## src/rtl/mac_tx_framer_if.sv

```systemverilog
// Request, payload and MAC transmit stream signals of mac_tx_framer.
// The vlan_tci field exists only when MAC_TX_FRAMER_VLAN_EN is defined.
interface mac_tx_framer_if;
    logic        tx_start;
    logic [10:0] tx_len;
    logic [47:0] dst_mac;
    logic [47:0] src_mac;
    logic [15:0] eth_type;
`ifdef MAC_TX_FRAMER_VLAN_EN
    logic [15:0] vlan_tci;
`endif
    logic        pl_valid;
    logic [7:0]  pl_data;
    logic        pl_ready;
    logic        tx_busy;
    logic        err_len;
    logic        err_underrun;
    logic        mac_tx_sof;
    logic        mac_tx_eof;
    logic        mac_tx_valid;
    logic [7:0]  mac_tx_data;

    modport master (
`ifdef MAC_TX_FRAMER_VLAN_EN
        output vlan_tci,
`endif
        output tx_start, tx_len, dst_mac, src_mac, eth_type, pl_valid, pl_data,
        input  pl_ready, tx_busy, err_len, err_underrun,
        input  mac_tx_sof, mac_tx_eof, mac_tx_valid, mac_tx_data
    );

    modport slave (
`ifdef MAC_TX_FRAMER_VLAN_EN
        input  vlan_tci,
`endif
        input  tx_start, tx_len, dst_mac, src_mac, eth_type, pl_valid, pl_data,
        output pl_ready, tx_busy, err_len, err_underrun,
        output mac_tx_sof, mac_tx_eof, mac_tx_valid, mac_tx_data
    );
endinterface

```

## src/rtl/mac_tx_framer.sv

```systemverilog
// Ethernet II frame builder for the RGMII MAC tx stream: header, payload, zero pad, gap.
// Defining MAC_TX_FRAMER_VLAN_EN inserts an 802.1Q tag (0x8100 + vlan_tci) before eth_type.
module mac_tx_framer #(
    parameter int MIN_FRAME   = 60,
    parameter int MAX_PAYLOAD = 1500,
    parameter int GAP_CYCLES  = 24
) (
    input  logic           mac_tx_clk,
    input  logic           rst,
    mac_tx_framer_if.slave bus
);
`ifdef MAC_TX_FRAMER_VLAN_EN
    localparam int HDR_LEN = 18;
`else
    localparam int HDR_LEN = 14;
`endif
    localparam int               HDR_BITS = 8 * HDR_LEN;
    localparam int               GAP_W    = $clog2(GAP_CYCLES + 1);
    localparam logic [10:0]      MIN_LEN  = 11'(MIN_FRAME);
    localparam logic [10:0]      MAX_LEN  = 11'(MAX_PAYLOAD);
    localparam logic [10:0]      HDR_LAST = 11'(HDR_LEN - 1);
    localparam logic [GAP_W-1:0] GAP_LAST = GAP_W'(GAP_CYCLES - 1);

    typedef enum logic [2:0] {IDLE, HDR, PAY, PAD, GAP} state_t;

    state_t              state_q, state_d;
    logic [HDR_BITS-1:0] hdr_q, hdr_d, hdr_new;
    logic [10:0]         cnt_q, cnt_d, cnt_inc;
    logic [10:0]         pay_left_q, pay_left_d;
    logic [GAP_W-1:0]    gap_q, gap_d;
    logic                len_ok;

    logic       mid_valid_q, mid_valid_d, mid_sof_q, mid_sof_d, mid_eof_q, mid_eof_d;
    logic [7:0] mid_data_q, mid_data_d;
    logic       out_valid_q, out_valid_d, out_sof_q, out_sof_d, out_eof_q, out_eof_d;
    logic [7:0] out_data_q, out_data_d;
    logic       pl_ready_q, pl_ready_d, tx_busy_q, tx_busy_d;
    logic       err_len_q, err_len_d, err_underrun_q, err_underrun_d;

`ifdef MAC_TX_FRAMER_VLAN_EN
    assign hdr_new = {bus.dst_mac, bus.src_mac, 16'h8100, bus.vlan_tci, bus.eth_type};
`else
    assign hdr_new = {bus.dst_mac, bus.src_mac, bus.eth_type};
`endif
    assign len_ok  = (bus.tx_len != 11'd0) && (bus.tx_len <= MAX_LEN);
    assign cnt_inc = cnt_q + 11'd1;

    // cnt_q is the index of the byte being issued into the mid stage this cycle;
    // the mid stage gives payload bytes their one-cycle accept-to-output delay.
    always_comb begin
        state_d        = state_q;
        hdr_d          = hdr_q;
        cnt_d          = cnt_q;
        pay_left_d     = pay_left_q;
        gap_d          = gap_q;
        mid_valid_d    = 1'b0;
        mid_sof_d      = 1'b0;
        mid_eof_d      = 1'b0;
        mid_data_d     = 8'h00;
        err_len_d      = 1'b0;
        err_underrun_d = 1'b0;
        tx_busy_d      = (state_q != IDLE);
        case (state_q)
            IDLE: begin
                cnt_d = 11'd0;
                gap_d = '0;
                if (bus.tx_start) begin
                    if (len_ok) begin
                        state_d     = HDR;
                        hdr_d       = {hdr_new[HDR_BITS-9:0], 8'h00};
                        pay_left_d  = bus.tx_len;
                        cnt_d       = 11'd1;
                        mid_valid_d = 1'b1;
                        mid_sof_d   = 1'b1;
                        mid_data_d  = hdr_new[HDR_BITS-1 -: 8];
                    end else begin
                        err_len_d = 1'b1;
                    end
                end
            end
            HDR: begin
                mid_valid_d = 1'b1;
                mid_data_d  = hdr_q[HDR_BITS-1 -: 8];
                hdr_d       = {hdr_q[HDR_BITS-9:0], 8'h00};
                cnt_d       = cnt_inc;
                if (cnt_q == HDR_LAST) state_d = PAY;
            end
            PAY: begin
                mid_valid_d    = 1'b1;
                mid_data_d     = bus.pl_valid ? bus.pl_data : 8'h00;
                err_underrun_d = ~bus.pl_valid;
                cnt_d          = cnt_inc;
                pay_left_d     = pay_left_q - 11'd1;
                if (pay_left_q == 11'd1) begin
                    if (cnt_inc >= MIN_LEN) begin
                        mid_eof_d = 1'b1;
                        state_d   = GAP;
                    end else begin
                        state_d = PAD;
                    end
                end
            end
            PAD: begin
                mid_valid_d = 1'b1;
                cnt_d       = cnt_inc;
                if (cnt_inc >= MIN_LEN) begin
                    mid_eof_d = 1'b1;
                    state_d   = GAP;
                end
            end
            GAP: begin
                cnt_d = 11'd0;
                gap_d = gap_q + 1'b1;
                if (gap_q == GAP_LAST) begin
                    state_d   = IDLE;
                    gap_d     = '0;
                    tx_busy_d = 1'b0;
                end
            end
            default: state_d = IDLE;
        endcase
        out_valid_d = mid_valid_q;
        out_sof_d   = mid_sof_q;
        out_eof_d   = mid_eof_q;
        out_data_d  = mid_data_q;
        pl_ready_d  = (state_d == PAY);
    end

    always_ff @(posedge mac_tx_clk) begin
        if (rst) begin
            state_q        <= IDLE;
            hdr_q          <= '0;
            cnt_q          <= 11'd0;
            pay_left_q     <= 11'd0;
            gap_q          <= '0;
            mid_valid_q    <= 1'b0;
            mid_sof_q      <= 1'b0;
            mid_eof_q      <= 1'b0;
            mid_data_q     <= 8'h00;
            out_valid_q    <= 1'b0;
            out_sof_q      <= 1'b0;
            out_eof_q      <= 1'b0;
            out_data_q     <= 8'h00;
            pl_ready_q     <= 1'b0;
            tx_busy_q      <= 1'b0;
            err_len_q      <= 1'b0;
            err_underrun_q <= 1'b0;
        end else begin
            state_q        <= state_d;
            hdr_q          <= hdr_d;
            cnt_q          <= cnt_d;
            pay_left_q     <= pay_left_d;
            gap_q          <= gap_d;
            mid_valid_q    <= mid_valid_d;
            mid_sof_q      <= mid_sof_d;
            mid_eof_q      <= mid_eof_d;
            mid_data_q     <= mid_data_d;
            out_valid_q    <= out_valid_d;
            out_sof_q      <= out_sof_d;
            out_eof_q      <= out_eof_d;
            out_data_q     <= out_data_d;
            pl_ready_q     <= pl_ready_d;
            tx_busy_q      <= tx_busy_d;
            err_len_q      <= err_len_d;
            err_underrun_q <= err_underrun_d;
        end
    end

    assign bus.mac_tx_valid = out_valid_q;
    assign bus.mac_tx_sof   = out_sof_q;
    assign bus.mac_tx_eof   = out_eof_q;
    assign bus.mac_tx_data  = out_data_q;
    assign bus.pl_ready     = pl_ready_q;
    assign bus.tx_busy      = tx_busy_q;
    assign bus.err_len      = err_len_q;
    assign bus.err_underrun = err_underrun_q;
endmodule

```

## src/flat_wrapper.sv

```systemverilog
// flat-port wrapper written by rule: the top's interface ports become plain ports
module mac_tx_framer_flat 
#(
    parameter int MIN_FRAME   = 60,
    parameter int MAX_PAYLOAD = 1500,
    parameter int GAP_CYCLES  = 24
)
  (mac_tx_clk, rst, bus_tx_start, bus_tx_len, bus_dst_mac, bus_src_mac, bus_eth_type, bus_pl_valid, bus_pl_data, bus_pl_ready, bus_tx_busy, bus_err_len, bus_err_underrun, bus_mac_tx_sof, bus_mac_tx_eof, bus_mac_tx_valid, bus_mac_tx_data);
  mac_tx_framer_if bus_i ();
  input  logic mac_tx_clk;
  input  logic rst;
  input wire logic [$bits(bus_i.tx_start)-1:0] bus_tx_start;
  input wire logic [$bits(bus_i.tx_len)-1:0] bus_tx_len;
  input wire logic [$bits(bus_i.dst_mac)-1:0] bus_dst_mac;
  input wire logic [$bits(bus_i.src_mac)-1:0] bus_src_mac;
  input wire logic [$bits(bus_i.eth_type)-1:0] bus_eth_type;
  input wire logic [$bits(bus_i.pl_valid)-1:0] bus_pl_valid;
  input wire logic [$bits(bus_i.pl_data)-1:0] bus_pl_data;
  output wire logic [$bits(bus_i.pl_ready)-1:0] bus_pl_ready;
  output wire logic [$bits(bus_i.tx_busy)-1:0] bus_tx_busy;
  output wire logic [$bits(bus_i.err_len)-1:0] bus_err_len;
  output wire logic [$bits(bus_i.err_underrun)-1:0] bus_err_underrun;
  output wire logic [$bits(bus_i.mac_tx_sof)-1:0] bus_mac_tx_sof;
  output wire logic [$bits(bus_i.mac_tx_eof)-1:0] bus_mac_tx_eof;
  output wire logic [$bits(bus_i.mac_tx_valid)-1:0] bus_mac_tx_valid;
  output wire logic [$bits(bus_i.mac_tx_data)-1:0] bus_mac_tx_data;
  assign bus_i.tx_start = bus_tx_start;
  assign bus_i.tx_len = bus_tx_len;
  assign bus_i.dst_mac = bus_dst_mac;
  assign bus_i.src_mac = bus_src_mac;
  assign bus_i.eth_type = bus_eth_type;
  assign bus_i.pl_valid = bus_pl_valid;
  assign bus_i.pl_data = bus_pl_data;
  assign bus_pl_ready = bus_i.pl_ready;
  assign bus_tx_busy = bus_i.tx_busy;
  assign bus_err_len = bus_i.err_len;
  assign bus_err_underrun = bus_i.err_underrun;
  assign bus_mac_tx_sof = bus_i.mac_tx_sof;
  assign bus_mac_tx_eof = bus_i.mac_tx_eof;
  assign bus_mac_tx_valid = bus_i.mac_tx_valid;
  assign bus_mac_tx_data = bus_i.mac_tx_data;
  mac_tx_framer #(.MIN_FRAME(MIN_FRAME), .MAX_PAYLOAD(MAX_PAYLOAD), .GAP_CYCLES(GAP_CYCLES)) u_core (.mac_tx_clk(mac_tx_clk), .rst(rst), .bus(bus_i));
endmodule
```

## config.mk

```make
export PLATFORM = sky130hd
export DESIGN_NAME = mac_tx_framer_flat
export DESIGN_NICKNAME = d
export VERILOG_FILES = /design/src/rtl/mac_tx_framer_if.sv /design/src/rtl/mac_tx_framer.sv /design/src/flat_wrapper.sv
export SDC_FILE = /design/constraint.sdc
export NUM_CORES = 1
export LEC_CHECK = 0
export CAP_MARGIN = 20
export CORE_MARGIN = 1
export CORE_UTILIZATION = 55
export DETAILED_ROUTE_END_ITERATION = 6
export GPL_ROUTABILITY_DRIVEN = 0
export GPL_TIMING_DRIVEN = 0
export HOLD_SLACK_MARGIN = 0.02
export PLACE_DENSITY = 0.85
export SYNTH_ARGS = -nofsm -noshare
export SYNTH_HDL_FRONTEND = slang
export SYNTH_SLANG_ARGS = --single-unit
```

## constraint.sdc

```tcl
create_clock -name mac_tx_clk -period 6.4 [get_ports mac_tx_clk]
set_input_delay 1.6 -clock mac_tx_clk [delete_from_list [all_inputs] [get_ports mac_tx_clk]]
set_output_delay 1.6 -clock mac_tx_clk [all_outputs]
set_load 0.01 [all_outputs]
```

-- Word level (Yosys, flattened, before mapping)
Index checks and enable logic that the tools add are counted.
- output and inout bits: 15
- input port bits: 135
- register bits: 168
- word-level logic and storage cells: 82
- bitwise operators: 4
- eq/ne operators: 10
- muxes and demuxes: 32
- add/subtract/negate cells: 3
- reductions and logical operators: 14
- order comparisons: 2
- operators by type and width (kind ; number):
    two-way mux 112 bit ; 2
    case mux 112 bit (2 select lines) ; 1
    two-way mux 11 bit ; 3
    case mux 11 bit (3 select lines) ; 1
    two-way mux 8 bit ; 3
    case mux 8 bit (3 select lines) ; 1
    case mux 11 bit (2 select lines) ; 1
    two-way mux 3 bit ; 7
    case mux 3 bit (5 select lines) ; 1
    adder 11 x 1 -> 11 bit (second input constant) ; 1
    == test 11 x 1 -> 1 bit (second input constant) ; 1
    == test 11 x 4 -> 1 bit (second input constant) ; 1
    greater-or-equal comparator 11 x 6 -> 1 bit (second input constant) ; 1
    <= comparator 11 bit (second input constant) ; 1
    nonzero test 11 bit ; 1
    subtractor 11 x 1 -> 11 bit (second input constant) ; 1
    case mux 5 bit (2 select lines) ; 1
    == test 3 x 2 -> 1 bit (second input constant) ; 3
    two-way mux 1 bit ; 8
    AND reduction 3 bit ; 2
    nonzero test 2 bit ; 3
    nonzero test 3 bit ; 2
    OR reduction 3 bit ; 2
    adder 5 x 1 -> 5 bit (second input constant) ; 1
    11 further kinds ; 16

-- Depth between registers and ports, before layout
Gate-level depths: netlist of run 1.
- depth in word-level cells: 6
- gate-level depth with buffers: 9
- gate-level depth less buffers: 7

-- Least setup slack after synthesis of run 1
No wires, ideal clock.
- kind: input to register
- start: input bus_tx_len[1]
- end: register u_core.mid_data_q[0]
- data required time: 6.276 ns
- buffers on the path: 3
- library setup time: 0.124 ns
- slack: 3.287 ns
- cell stages on the path: 8
- arrival time: 2.989 ns
- cells stage by stage: nor4_1 a31oi_2 and2_1 buf_4 buf_8 buf_6 a222oi_1 nor2_1
- word-level cells in the longest chain between the ends: 5
- elaborated cells between the ends (all ways): 6
- those cells by class: order compare: 1; mux: 3; reduce/logical: 2
- RTL lines (item ; line ; text):
    from (decl) ; flat_wrapper.sv:13 ; input wire logic [$bits(bus_i.tx_len)-1:0] bus_tx_len;
    <= comparator 11 bit or nonzero test 11 bit (tied branches) ; mac_tx_framer.sv:45 ; assign len_ok = (bus.tx_len != 11'd0) && (bus.tx_len <= MAX_LEN);
    logical AND 1 bit (*) ; mac_tx_framer.sv:45 ;
    two-way mux 8 bit (*) ; mac_tx_framer.sv:68 ; if (len_ok) begin
    two-way mux 8 bit (*) ; mac_tx_framer.sv:67 ; if (bus.tx_start) begin
    case mux 8 bit (3 select lines) (*) ; mac_tx_framer.sv:63 ; case (state_q)
    to (signal assigned) ; mac_tx_framer.sv:157 ; mid_data_q <= mid_data_d;
    to (decl) ; mac_tx_framer.sv:34 ; logic [7:0] mid_data_q, mid_data_d;
Every way passes the cells marked *; elsewhere a longest branch is shown, timed or not.
A chain may end at the register's enable or synchronous reset.

-- Worst setup path in the final report of run 1
- start: input bus_tx_len[9]
- end: register u_core.hdr_q[47]
- word-level cells in the longest chain between the ends: 4
- elaborated cells between the ends (all ways): 5
- those cells by class: order compare: 1; eq/ne: 1; reduce/logical: 3
- RTL lines (item ; line ; text):
    <= comparator 11 bit or nonzero test 11 bit (tied branches) ; mac_tx_framer.sv:45 ;
    logical AND 1 bit (*) ; mac_tx_framer.sv:45 ;
    inequality test 2 x 1 -> 1 bit (no line) (*) ; - ;
    AND reduction 3 bit (no line) (*) ; - ;
    to (signal assigned) ; mac_tx_framer.sv:150 ; hdr_q <= hdr_d;
    to (decl) ; mac_tx_framer.sv:27 ; logic [HDR_BITS-1:0] hdr_q, hdr_d, hdr_new;
Marked as above.

==> out/summary.md, run 1 <==
The run finished with clean final reports. In this run the count of I/O pins placed on the die edge is 150. Setup repair after global routing left no endpoint under its margin. The post-synthesis share of cell area spent on and, or, nand and nor gates was 0.1768; the number of unique standard cell types used by synthesis was 59.

Synthesis handed over a netlist of 751 instances. The number of nets with antenna violations after detailed routing is 0. The tools report the reg-to-reg critical path startpoint as u_core.state_q[0].

VDD sags by at most 0.1986 mV. The total track usage came out at 0.3026. Largest family of logic cells by synthesized area: compound AO/OA/AOI/OAI gates. The share of the yosys chip area belonging to registers is 0.4623.

The synthesized design spends more area on one cell type than any other, namely dfxtp_1. For hold timing, the worst endpoint is u_core.bus.mac_tx_data[4]. The wire-length estimate of the detail-placed layout is 13.90 mm.

From left edge to right edge, the die measures 114.2 µm. Yosys attributes the largest share of cell area to dfxtp_1 46%, a22oi_2 6.0%, nor2_1 5.3%. TritonCTS built the clock tree. In this run the worst path has a maximum fanout of 10. The via count of the first global-routing pass is 6418, and the share of the clock period used by the worst path is 0.5787.

After routing the design area is 9219 µm². The arithmetic-cell share of the synthesized area counting full adders, half adders and majority gates was 0.009029. After layout, the minimum clock period comes to 3.704 ns. The tree is rooted in a clkbuf_16.

The number of endpoints with negative hold slack in the final report came out at 0. The signal on the critical path passes through clkdlybuf4s50_1, nor4_1, a31oi_2, a21oi_1, buf_4, clkbuf_1, nand2_1, a21oi_1. The clock sink total was 160; the first-pass detailed-route iteration total was 5. The sequential share of power is 0.432, and the worst reg-to-reg setup slack is 4.12 ns. The height of the die works out to 114.2 µm. The most prevalent standard cell on the critical path was a21oi_1. Category of the most critical setup path: input port to flip-flop. Excluding fillers, the count of instances in the completed layout stands at 1100. The number of rows created at floorplan was 40. The synthesized design contains 160 register bits.

Max-capacitance violation count: 0. The clock passes through at most 2 buffers. The total grt overflow came out at 0. Dividing the detail-routed via count by the number of cells gives 5.890. After routing, the total negative slack on setup checks comes to 0 ns.

The relative area change from synthesis to final layout is 33.04%. The run gives 0 as the initial antenna violation count. The share of the synthesized netlist area taken by xor and xnor gates is 0.01517, and the number of buffers added by the clock tree synthesis step is 17.

The tools report the relative slew slack as 0.5245. In this run, post-CTS repair resized a total of 0 instances. For this design the ratio of total power to cell area is 289.0 nW/µm². In this run, placement finished with an instance count of 1068. 0 antenna diodes ended up in the layout. The share of the core filled with cells in the final layout came out at 0.7580. For this run, the number of Yosys warnings is 0. The run gives 6.75 ns as the required time at the worst-slack endpoint. The worst hold path begins at u_core.mid_data_q[4]. The path category of the worst min-delay check was flip-flop to flip-flop.

Entering global routing, the biggest net connects 17 pins. In the final routed layout, each cell accounts on average for 17.37 µm. The die covers 13050 µm². The worst reg2reg path endpoint was u_core.pay_left_q[4]. Average footprint of a synthesized cell: 9.227 µm².

In this run, post-CTS hold repair placed 0 buffers. The clock tree synthesis step divided the H-tree into 4 levels. After synthesis the cells add up to 6929 µm². The port buffer count is 149, and the via total after detailed routing is 6479. The share of synthesized registers carrying an async set or reset was 0.

Delay of the slowest critical-path stage: 0.53 ns. The final-layout worst hold slack is 0.4360 ns. The critical path endpoint category is a flip-flop. The fraction of synthesized area in multiplexers came out at 0. The slowest stage of the critical path belongs to the cell clkdlybuf4s50_1. The arrival time at the worst endpoint is 4.05 ns. The maximum clock skew at final layout is 0.005698 ns.

Counting every net in the synthesized netlist gives 891. The first global-routing pass estimated 30.78 mm of wire. The tools report the total count of max-transition violations in the final report as 0. After clock tree synthesis, the clock-pin slew on the worst setup and hold paths is 0.06 ns. For the pin with the worst max-slew slack, the measured transition is 0.7117 ns. Share of power burned in combinational logic: 0.188.

The run gives 0.379 as the part of the power in the clock network. Counting cells, the worst reg-to-reg path comes to 7. Static timing analysis puts the maximum clock frequency at 270.0 MHz.

The final layout contains routed wiring with a total length of 19.11 mm. Summed over all nets, the switching power comes to 0.7161 mW. The fraction of final layout cells with drive strength greater than 1 works out to 0.1674.

In the synthesized netlist the dominant register cell turns out to be dfxtp_1. The number of DRC markers after the initial detailed-route iteration came out at 574. Total setup buffers inserted after CTS: 0. Once placement finished, the instance area stood at 8631 µm². The initial cell density of the core is 0.5698.

Yosys mapped a number of flops with a built-in enable equal to 0. The number of instances on the worst hold path is 1, and the fraction of the mapped netlist area in compound gates is 0.2866. The floorplan core area came out at 12160 µm². The tools report the critical path startpoint category as an input port. The top cell type's share of synthesized area was 0.4623. The leakage power of the design came out at 3.296 nW. After detailed routing, the number of remaining DRC violations is 0.

The tools report the count of final setup violators as 0. The clock reaches the later pin of the worst-skew pair after 0.43 ns. The switching share of power is 0.2688, and the cell-internal power is 1.948 mW. The net count of the finished layout is 1059.
area by class of cell:
class	count	area (µm²)
buffer	61	329.1
multi-input combinational	525	3378
clock buffer	20	446.7
timing repair buffer	149	1491
sequential	160	3203
fill	863	2943
tap	168	210.2
inverter	5	18.77
clock inverter	12	141.4
state kept, by name, indices dropped and copies added (netlist names):
| name | count |
|---|---|
| u_core.bus.mac_tx_valid | 1 |
| u_core.mid_eof_q | 1 |
| u_core.state_q | 3 |
| u_core.mid_data_q | 8 |
| u_core.mid_sof_q | 1 |
| u_core.hdr_q | 104 |
| u_core.gap_q | 5 |
| u_core.cnt_q | 11 |
| u_core.bus.mac_tx_data | 8 |
| u_core.mid_valid_q | 1 |
| u_core.pay_left_q | 11 |
| u_core.bus.mac_tx_eof | 1 |
| u_core.bus.err_len | 1 |
| u_core.bus.mac_tx_sof | 1 |
| u_core.bus.err_underrun | 1 |
| u_core.bus.tx_busy | 1 |
| u_core.bus.pl_ready | 1 |
through the flow:
step | setup slack [ns] | power, mW
5_1_grt | 2.514 | 2.765
2_1_floorplan | 3.287 | 1.468
6_report | 2.696 | 2.664
4_1_cts | 2.706 | 2.669
3_3_place_gp | 2.383 | 1.643
3_5_place_dp | 2.282 | 1.662
cell usage after synthesis (2+ instances only):
master and number:
inv_1 5, buf_4 3, and3b_1 2, xnor2_1 6, a22oi_2 33, nor4_1 7
a222oi_1 8, a31oi_1 2, nand3_1 19, a211oi_1 5, buf_2 11, nand2b_1 4
o31a_1 2, ha_1 5, a21oi_1 64, nor2_1 97, nor2b_1 17, nand4b_1 4
a21o_1 3, a21boi_0 3, or3_1 2, a22oi_1 34, dfxtp_1 160, buf_12 3
and2_1 2, nand2_1 87, o21ai_0 7, a21oi_2 33, nand4_1 3, o221a_2 30
buf_1 5, xor2_1 6, or2_2 2, clkbuf_1 36, buf_6 2, a31o_2 4
nor3_1 13
placed cells by master, fill, tap and decap left out, types with 8 or more instances in the layout:
cell and instances:
a22oi_2 33, clkbuf_1 38, a21oi_1 64, nor2b_1 17, clkdlybuf4s50_1 149, a22oi_1 34, clkbuf_16 17, nand3_1 19
a21oi_2 33, nor2_1 97, dfxtp_1 160, nor3_1 13, o221a_2 30, buf_2 11, nand2_1 87, a222oi_1 8
power groups by stage:
stage	Clock, mW	Combinational (mW)	Sequential (mW)
after floorplan	0	0.315	1.15
after global placement	0	0.479	1.16
after detailed placement	0	0.493	1.17
after CTS	1.02	0.499	1.15
after global routing	1.06	0.543	1.16
final	1.01	0.501	1.15
routing by layer:
metal,up-vias,track usage,part of all wire
met3,38,0.06406,0.069
met5,-,0,0
met2,280,0.5317,0.49
met4,0,0.1212,0.024
met1,3099,0.3601,0.42
li1,3062,-,-
worst max-delay path, delay by kind of cell:
| family | cells | cell delay (ns) |
|---|---|---|
| buffers and inverters | 3 | 1.15 |
| AND/OR/NAND/NOR | 2 | 0.55 |
| AO/OA/AOI/OAI | 3 | 0.75 |
cell families (layout without fill, tap and decap cells):
kind of cell | count (synthesis) | in the layout
and+or+nand+nor | 269 | 269
AOI/OAI and AO/OA | 239 | 239
DFF | 160 | 160
buffers and inverters | 66 | 247
xor gates and xnor gates | 12 | 12
adders and majority gates | 5 | 5
worst max-delay path by stage:
stage,from,end,slack [ns],cells past startpoint
after floorplan,bus_tx_len[1],u_core.mid_data_q[0],3.29,8
after global placement,bus_tx_len[9],u_core.hdr_q[62],2.38,8
after detailed placement,bus_tx_len[9],u_core.hdr_q[75],2.28,8
after CTS,bus_tx_len[9],u_core.hdr_q[75],2.71,8
after global routing,bus_tx_len[0],u_core.hdr_q[77],2.51,8
final,bus_tx_len[9],u_core.hdr_q[47],2.70,8
Power figures use the tool's default switching activity.
==> inputs of run 2 (changes only) <==
- CORE_UTILIZATION: 55 -> 46
- PLACE_DENSITY: 0.85 -> 0.75
- clock period: 6.4 -> 3.4 ns (I/O delays scaled with it)
==> run 2 against run 1 <==
Effect of this change: sequential cell count stayed put; design area up 0.19%; cell count rose by 1.5%; die area up 19%; sequential share of layout area decreased by 0.066 points; combinational power rose by 86%; clock skew rose by 0.0023 ns; critical path type unchanged; largest cell class unchanged.
==> out/summary.md, run 2 (synthesized netlist as in run 1, its figures left out) <==
The run gives 3.75 ns as the required time at the worst-slack endpoint. Floorplan core area: 14590 µm². Critical path startpoint category: an input port. In this run the worst hold path is classified as flip-flop to flip-flop. Max-cap violations in this run came to 0.

Of all nets on the critical path, the largest fanout is 10. The worst setup path is captured at a flip-flop. The transition time of the tightest slew-check pin was 0.7035 ns; the maximum clock frequency was 348.8 MHz. Boundary pin count: 150.

Met1 routing resource usage after global routing: 0.3168. The minimum clock period after layout works out to 2.867 ns. Detailed-route wire length: 17.87 mm. The share of the core filled with cells in the final layout came out at 0.6331. The clock reaches the later pin of the worst-skew pair after 0.42 ns.

The tools report the buffer type at the clock tree root as clkbuf_16. The first global-routing pass estimated 29.48 mm of wire. For the met2 layer usage reported by global route, the log shows 0.3763. In this run the deepest clock path goes through 2 buffers. After legalization and detailed placement, the total HPWL measured 13.13 mm.

The most common cell after layout, fill and taps aside was dfxtp_1. TritonCTS built the clock tree. The initial cell density of the core was 0.4750.

The power density over the cells works out to 538.7 nW/µm². The completed layout was analyzed and its total power is 4.976 mW. For the final routed database, the setup TNS stands at 0 ns. For the total track usage, the log shows 0.2353. Leaving out fill and tap cells, the most frequent cells in the layout are 160 x dfxtp_1, 149 x clkdlybuf4s50_1, 97 x nor2_1. In this run the cell area measured after placement is 8651 µm². The fraction of final layout cells with drive strength greater than 1 was 0.1695; the maximum clock skew at final layout was 0.008026 ns.

The total grt overflow came out at 0. Measured along the y axis, the die boundary spans 124.7 µm. Row generation in the floorplan step produced 44 rows. The share of the clock period used by the worst path was 0.8432; the initial antenna violation count was 0. The global-route track usage on met3 came out at 0.05241.

The worst setup path is of the input port to flip-flop kind. The via count of the first global-routing pass was 5956; the relative area change from synthesis to final layout was 33.30%. Setup repair after global routing left no endpoint under its margin. The flip-flop count of the largest register, all copies and words added came out at 104. The total count of max-transition violations in the final report came out at 0. The logs give 17 for the number of buffers added by the clock tree synthesis step and 6178 for the via total after detailed routing. The number of antenna diodes in the final layout is 0.

The tools report the H-tree depth reported by CTS as 4. For the first-pass detailed-route iteration total, the log shows 5. For the final non-filler cell area, the log shows 9236 µm². The run gives 0 as the number of endpoints with negative hold slack in the final report. The clock transition at the register clock pins on the worst setup and hold paths after CTS is 0.06 ns. The detail route stage leaves a number of antenna-violating nets equal to 0.

The final layout contains 1059 nets. After detailed routing, the average wire length per cell comes to 16.01 µm. After clock tree synthesis, the flow added hold-fix buffers numbering 0. VDD sags by at most 0.4057 mV. In the final layout, the registers with the most flip-flops are u_core.hdr_q: 104 flops, u_core.cnt_q: 11 flops, u_core.pay_left_q: 11 flops. The register with the most flip-flops is u_core.hdr_q. After the first detailed-routing iteration, the DRC count stood at 464. The count of buffers added on input and output ports is 149. Summed over all cells, the static leakage comes to 3.287 nW. The flow ran to the end, and the final reports show no timing, DRC or antenna violations. After clock tree synthesis, the setup repair step added 0 buffers. The layer flagged by global routing as most heavily used is met2.

Entering global routing, the biggest net connects 17 pins. The floorplan step defined a die boundary enclosing 15560 µm². The run gives 0.5310 as the relative slew slack. The clock drives 160 sinks. The number of gates resized after CTS was 0; the ratio of routed vias to standard cells was 5.536. The final routed DRC violation total was 0; the die width was 124.7 µm.

Setup violations remaining at the end of the flow were counted as 0. STA puts the critical path data arrival time at 3.22 ns.
run 2: cell types whose count changed in the layout (fill, tap and decap cells not counted), sizes merged:
cell	before	now
clkinv	8	7
clkbuf	56	53
inv	5	9
clkinvlp	1	2
bufinv	3	2
run 2: per-layer routing:
layer	vias to the layer above	part of all wire
li1	3062	-
met1	2889	0.47
met2	211	0.46
met3	16	0.062
met4	0	0.013
met5	-	0
run 2: where the power goes:
part           switching [mW]  internal, mW  total (mW)  leakage (nW)
combinational           0.484         0.449       0.933          1.69
sequential              0.106          2.05        2.16          1.31
clock                   0.795          1.09        1.88         0.284
total                    1.39          3.59        4.98          3.29
run 2: worst max-delay path: stages:
cell and delay, ns:
clkdlybuf4s50_1 0.48, nor4_1 0.46, a31oi_2 0.18, a21oi_1 0.33
buf_4 0.25, buf_1 0.37, nand2_1 0.14, a21oi_2 0.15
run 2: path summary, 6_finish.rpt:
kind                          endpoint                  from  depth (start not counted)  slack [ns]
max                   u_core.hdr_q[60]         bus_tx_len[0]                          8        0.53
min          u_core.bus.mac_tx_data[6]  u_core.mid_data_q[6]                          1        0.43
max reg2reg          u_core.hdr_q[108]     u_core.state_q[0]                          6        1.14
min reg2reg  u_core.bus.mac_tx_data[6]  u_core.mid_data_q[6]                          1        0.43
run 2: area by class of cell:
cell class / instances / area, µm²
Clock buffer: 17 / 425.4
Multi-Input combinational cell: 525 / 3378
Clock inverter: 15 / 160.2
Tap cell: 184 / 230.2
Fill cell: 1232 / 5353
Timing Repair Buffer: 149 / 1491
Sequential cell: 160 / 3203
Inverter: 5 / 18.77
Buffer: 61 / 329.1
run 2: through the flow:
step / setup slack (ns) / cells / hold slack, ns
5_1_grt: 0.3285 / 1116 / 0.4467
4_1_cts: 0.5027 / 1116 / 0.4349
6_report: 0.5331 / 1116 / 0.4343
3_5_place_dp: 0.07473 / 1084 / 0.4218
2_1_floorplan: 1.037 / 751 / 0.4138
3_3_place_gp: 0.1158 / 1084 / 0.4181
==> inputs of run 3 (changes only) <==
- CORE_UTILIZATION: 46 -> 51
- PLACE_DENSITY: 0.75 -> 0.79
- clock period: 3.4 -> 3 ns (I/O delays scaled with it)
==> run 3 against run 2 <==
Effect of this change: register-to-register slack got worse by 0.41 ns; first-iteration DRC count rose by 18%; hold slack better by 0.0016 ns; largest power group unchanged.
==> out/summary.md, run 3 (synthesized netlist as in run 1, its figures left out) <==
The height of the die was 118.6 µm. In this run the critical register-to-register path is launched from u_core.state_q[0]. The logs give 1076 for the placed instance count and 0 for the count of final setup violators. The via count of the first global-routing pass was 6196. In the final layout, the registers with the most flip-flops are u_core.hdr_q: 104 flops, u_core.cnt_q: 11 flops, u_core.pay_left_q: 11 flops.

For flop-to-flop paths, the worst setup slack is 0.73 ns. The floorplan step set the die width to 118.6 µm. The run gives 0 as the total count of max-transition violations in the final report.

The worst register-to-register path has a depth of 6. Dividing the detail-routed wire length by the instance count gives 16.88 µm. The number of instances on the worst hold path is 1. The logs give 0.2702 for the total track usage and 0 for the number of diodes.

Using the TritonRoute via totals, the vias-per-cell ratio works out to 5.755. Worst reg2reg path endpoint: u_core.hdr_q[111]. The library cells used most frequently in the layout, excluding fill and tap cells, are 160 x dfxtp_1, 149 x clkdlybuf4s50_1, 97 x nor2_1. The number of clock buffers added by TritonCTS is 17. The required time at the worst-slack endpoint is 3.31 ns, and the minimum clock period after layout is 2.716 ns. After the first detailed-routing iteration, the DRC count stood at 547.

The first-pass GRT wire length was 30.19 mm. The floorplan has 42 rows. The logs give 18.70 mm for the detailed-route wire length and 0 for the initial antenna violation count. The pin count of the biggest net entering global routing is 17. The launch point of the critical path was bus_tx_len[0]. The most common cell after layout, fill and taps aside is dfxtp_1. The maximum clock frequency was 368.2 MHz; the flip-flop count of the largest register, all copies and words added was 104. For the via total after detailed routing, the log shows 6376.

u_core.hdr_q holds more flip-flops than any other register. The leakage power of the design was 3.279 nW; the first-pass detailed-route iteration total was 5. The core region is 13240 µm². The share of the clock period used by the worst path works out to 0.9054. TritonCTS built the clock tree. The critical path startpoint category is an input port. In the final design database the tool counted 1059 nets. The floorplan step defined a die boundary enclosing 14060 µm². Buffers placed on the I/O ports in this run total 149. Path category of the worst min-delay check: flip-flop to flip-flop.

The H-tree was split into 4 levels. Once the clock tree was built, the setup fixing pass inserted 0 buffers. Fraction of final layout cells with drive strength greater than 1: 0.1717. Clock-pin slew was measured on the worst setup and hold paths at 0.06 ns. The boundary pin count came out at 150. The tool flagged a number of max-cap violations equal to 0.

For the final database, setup skew stands at 0.005659 ns. For the worst setup path, the data arrival time is 3.03 ns. At the pin with the least slew margin, the transition time is 0.7227 ns. The later pin in the worst-skew pair is clocked with a latency of 0.42 ns. Critical path endpoint category: a flip-flop. For the highest ir drop seen on vdd, the log shows 0.4622 mV. Power density over the cells: 615.0 nW/µm². The total grt overflow is 0, and the final cell count without fillers is 1108. The peak fanout along the critical path works out to 10. The tools report the initial cell density of the core as 0.5232.

Summed over all failing endpoints, the final setup total negative slack is 0 ns. The run gives 0.5172 as the relative slew slack. The flow ran to the end, and the final reports show no timing, DRC or antenna violations. The number of nets with antenna violations after detailed routing was 0; the post-cts hold buffer count was 0. The startpoint identified for the worst hold timing path is u_core.mid_sof_q.

CTS saw 160 sinks. The tools report the endpoint of the worst hold-timing path as u_core.bus.mac_tx_sof. The logs give 1038 for the count of filler cells inserted in the layout and 13.51 mm for the detailed placement HPWL. No sink is reached through more buffers than the 2 on the longest clock path. After detailed routing, the number of remaining DRC violations is 0. Setup repair after global routing left no endpoint under its margin.

The critical path is of the input port to flip-flop type. The number of endpoints with negative hold slack in the final report is 0, and the relative area change from synthesis to final layout is 33.51%. Buffer type at the clock tree root: clkbuf_16.
==> run 3: changes by cell type in the layout (fill, tap and decap cells not counted), sizes merged <==
cell | before | now
clkinv | 7 | 4
clkinvlp | 2 | 5
inv | 9 | 8
clkbuf | 53 | 54
==> run 3: layout make-up <==
cell class	count	area (µm²)	share of cell area
timing repair buffer	149	1491	0.1612
clock inverter	14	158.9	0.01718
tap	176	220.2	0.02380
multi-input combinational	525	3391	0.3665
inverter	5	18.77	0.002029
sequential	160	3203	0.3462
clock buffer	18	439.2	0.04747
buffer	61	329.1	0.03557
==> run 3: timing repair <==
action,4_1_cts,5_1_grt
gates resized for setup,0,2
endpoints found under the setup margin,0,9
endpoints found under the hold margin,0,0
==> run 3: critical path, cell delays in order <==
cell and delay (ns):
clkdlybuf4s50_1 0.49, o2111a_1 0.29, o311ai_2 0.40, nand2_1 0.37
clkbuf_1 0.37, o221a_2 0.36
==> run 3: power by group <==
| part | internal [mW] | total (mW) | switching [mW] |
|---|---|---|---|
| clock network | 1.26 | 2.17 | 0.908 |
| logic | 0.510 | 1.07 | 0.559 |
| registers | 2.33 | 2.45 | 0.128 |
==> run 3: worst max path at each step <==
stage | end | slack, ns | depth (start not counted)
global route | u_core.hdr_q[73] | 0.09 | 8
finish | u_core.hdr_q[111] | 0.28 | 6
floorplan | u_core.mid_data_q[0] | 0.74 | 8
CTS | u_core.hdr_q[65] | 0.22 | 8
global placement | u_core.hdr_q[62] | -0.17 | 8
detailed placement | u_core.hdr_q[52] | -0.21 | 8
==> run 3: layer usage <==
| metal | global-route usage | vias to the layer above | part of all wire |
|---|---|---|---|
| met5 | 0 | - | 0 |
| met1 | 0.3340 | 3007 | 0.41 |
| met3 | 0.06274 | 27 | 0.074 |
| met4 | 0.09019 | 0 | 0.017 |
| li1 | - | 3060 | - |
| met2 | 0.4605 | 282 | 0.49 |
==> run 3: metrics by stage <==
stage | total power, mW | worst slack (ns) | utilization | hold WS (ns) | instance area [µm²]
detailed placement | 3.550 | -0.2136 | 0.6525 | 0.4245 | 8641
floorplan | 3.132 | 0.7373 | - | 0.4138 | 6929
global placement | 3.513 | -0.1685 | 0.6525 | 0.4195 | 8641
CTS | 5.698 | 0.2181 | 0.6977 | 0.4397 | 9239
global route | 5.916 | 0.08813 | 0.6986 | 0.4497 | 9251
finish | 5.690 | 0.2837 | 0.6986 | 0.4360 | 9251
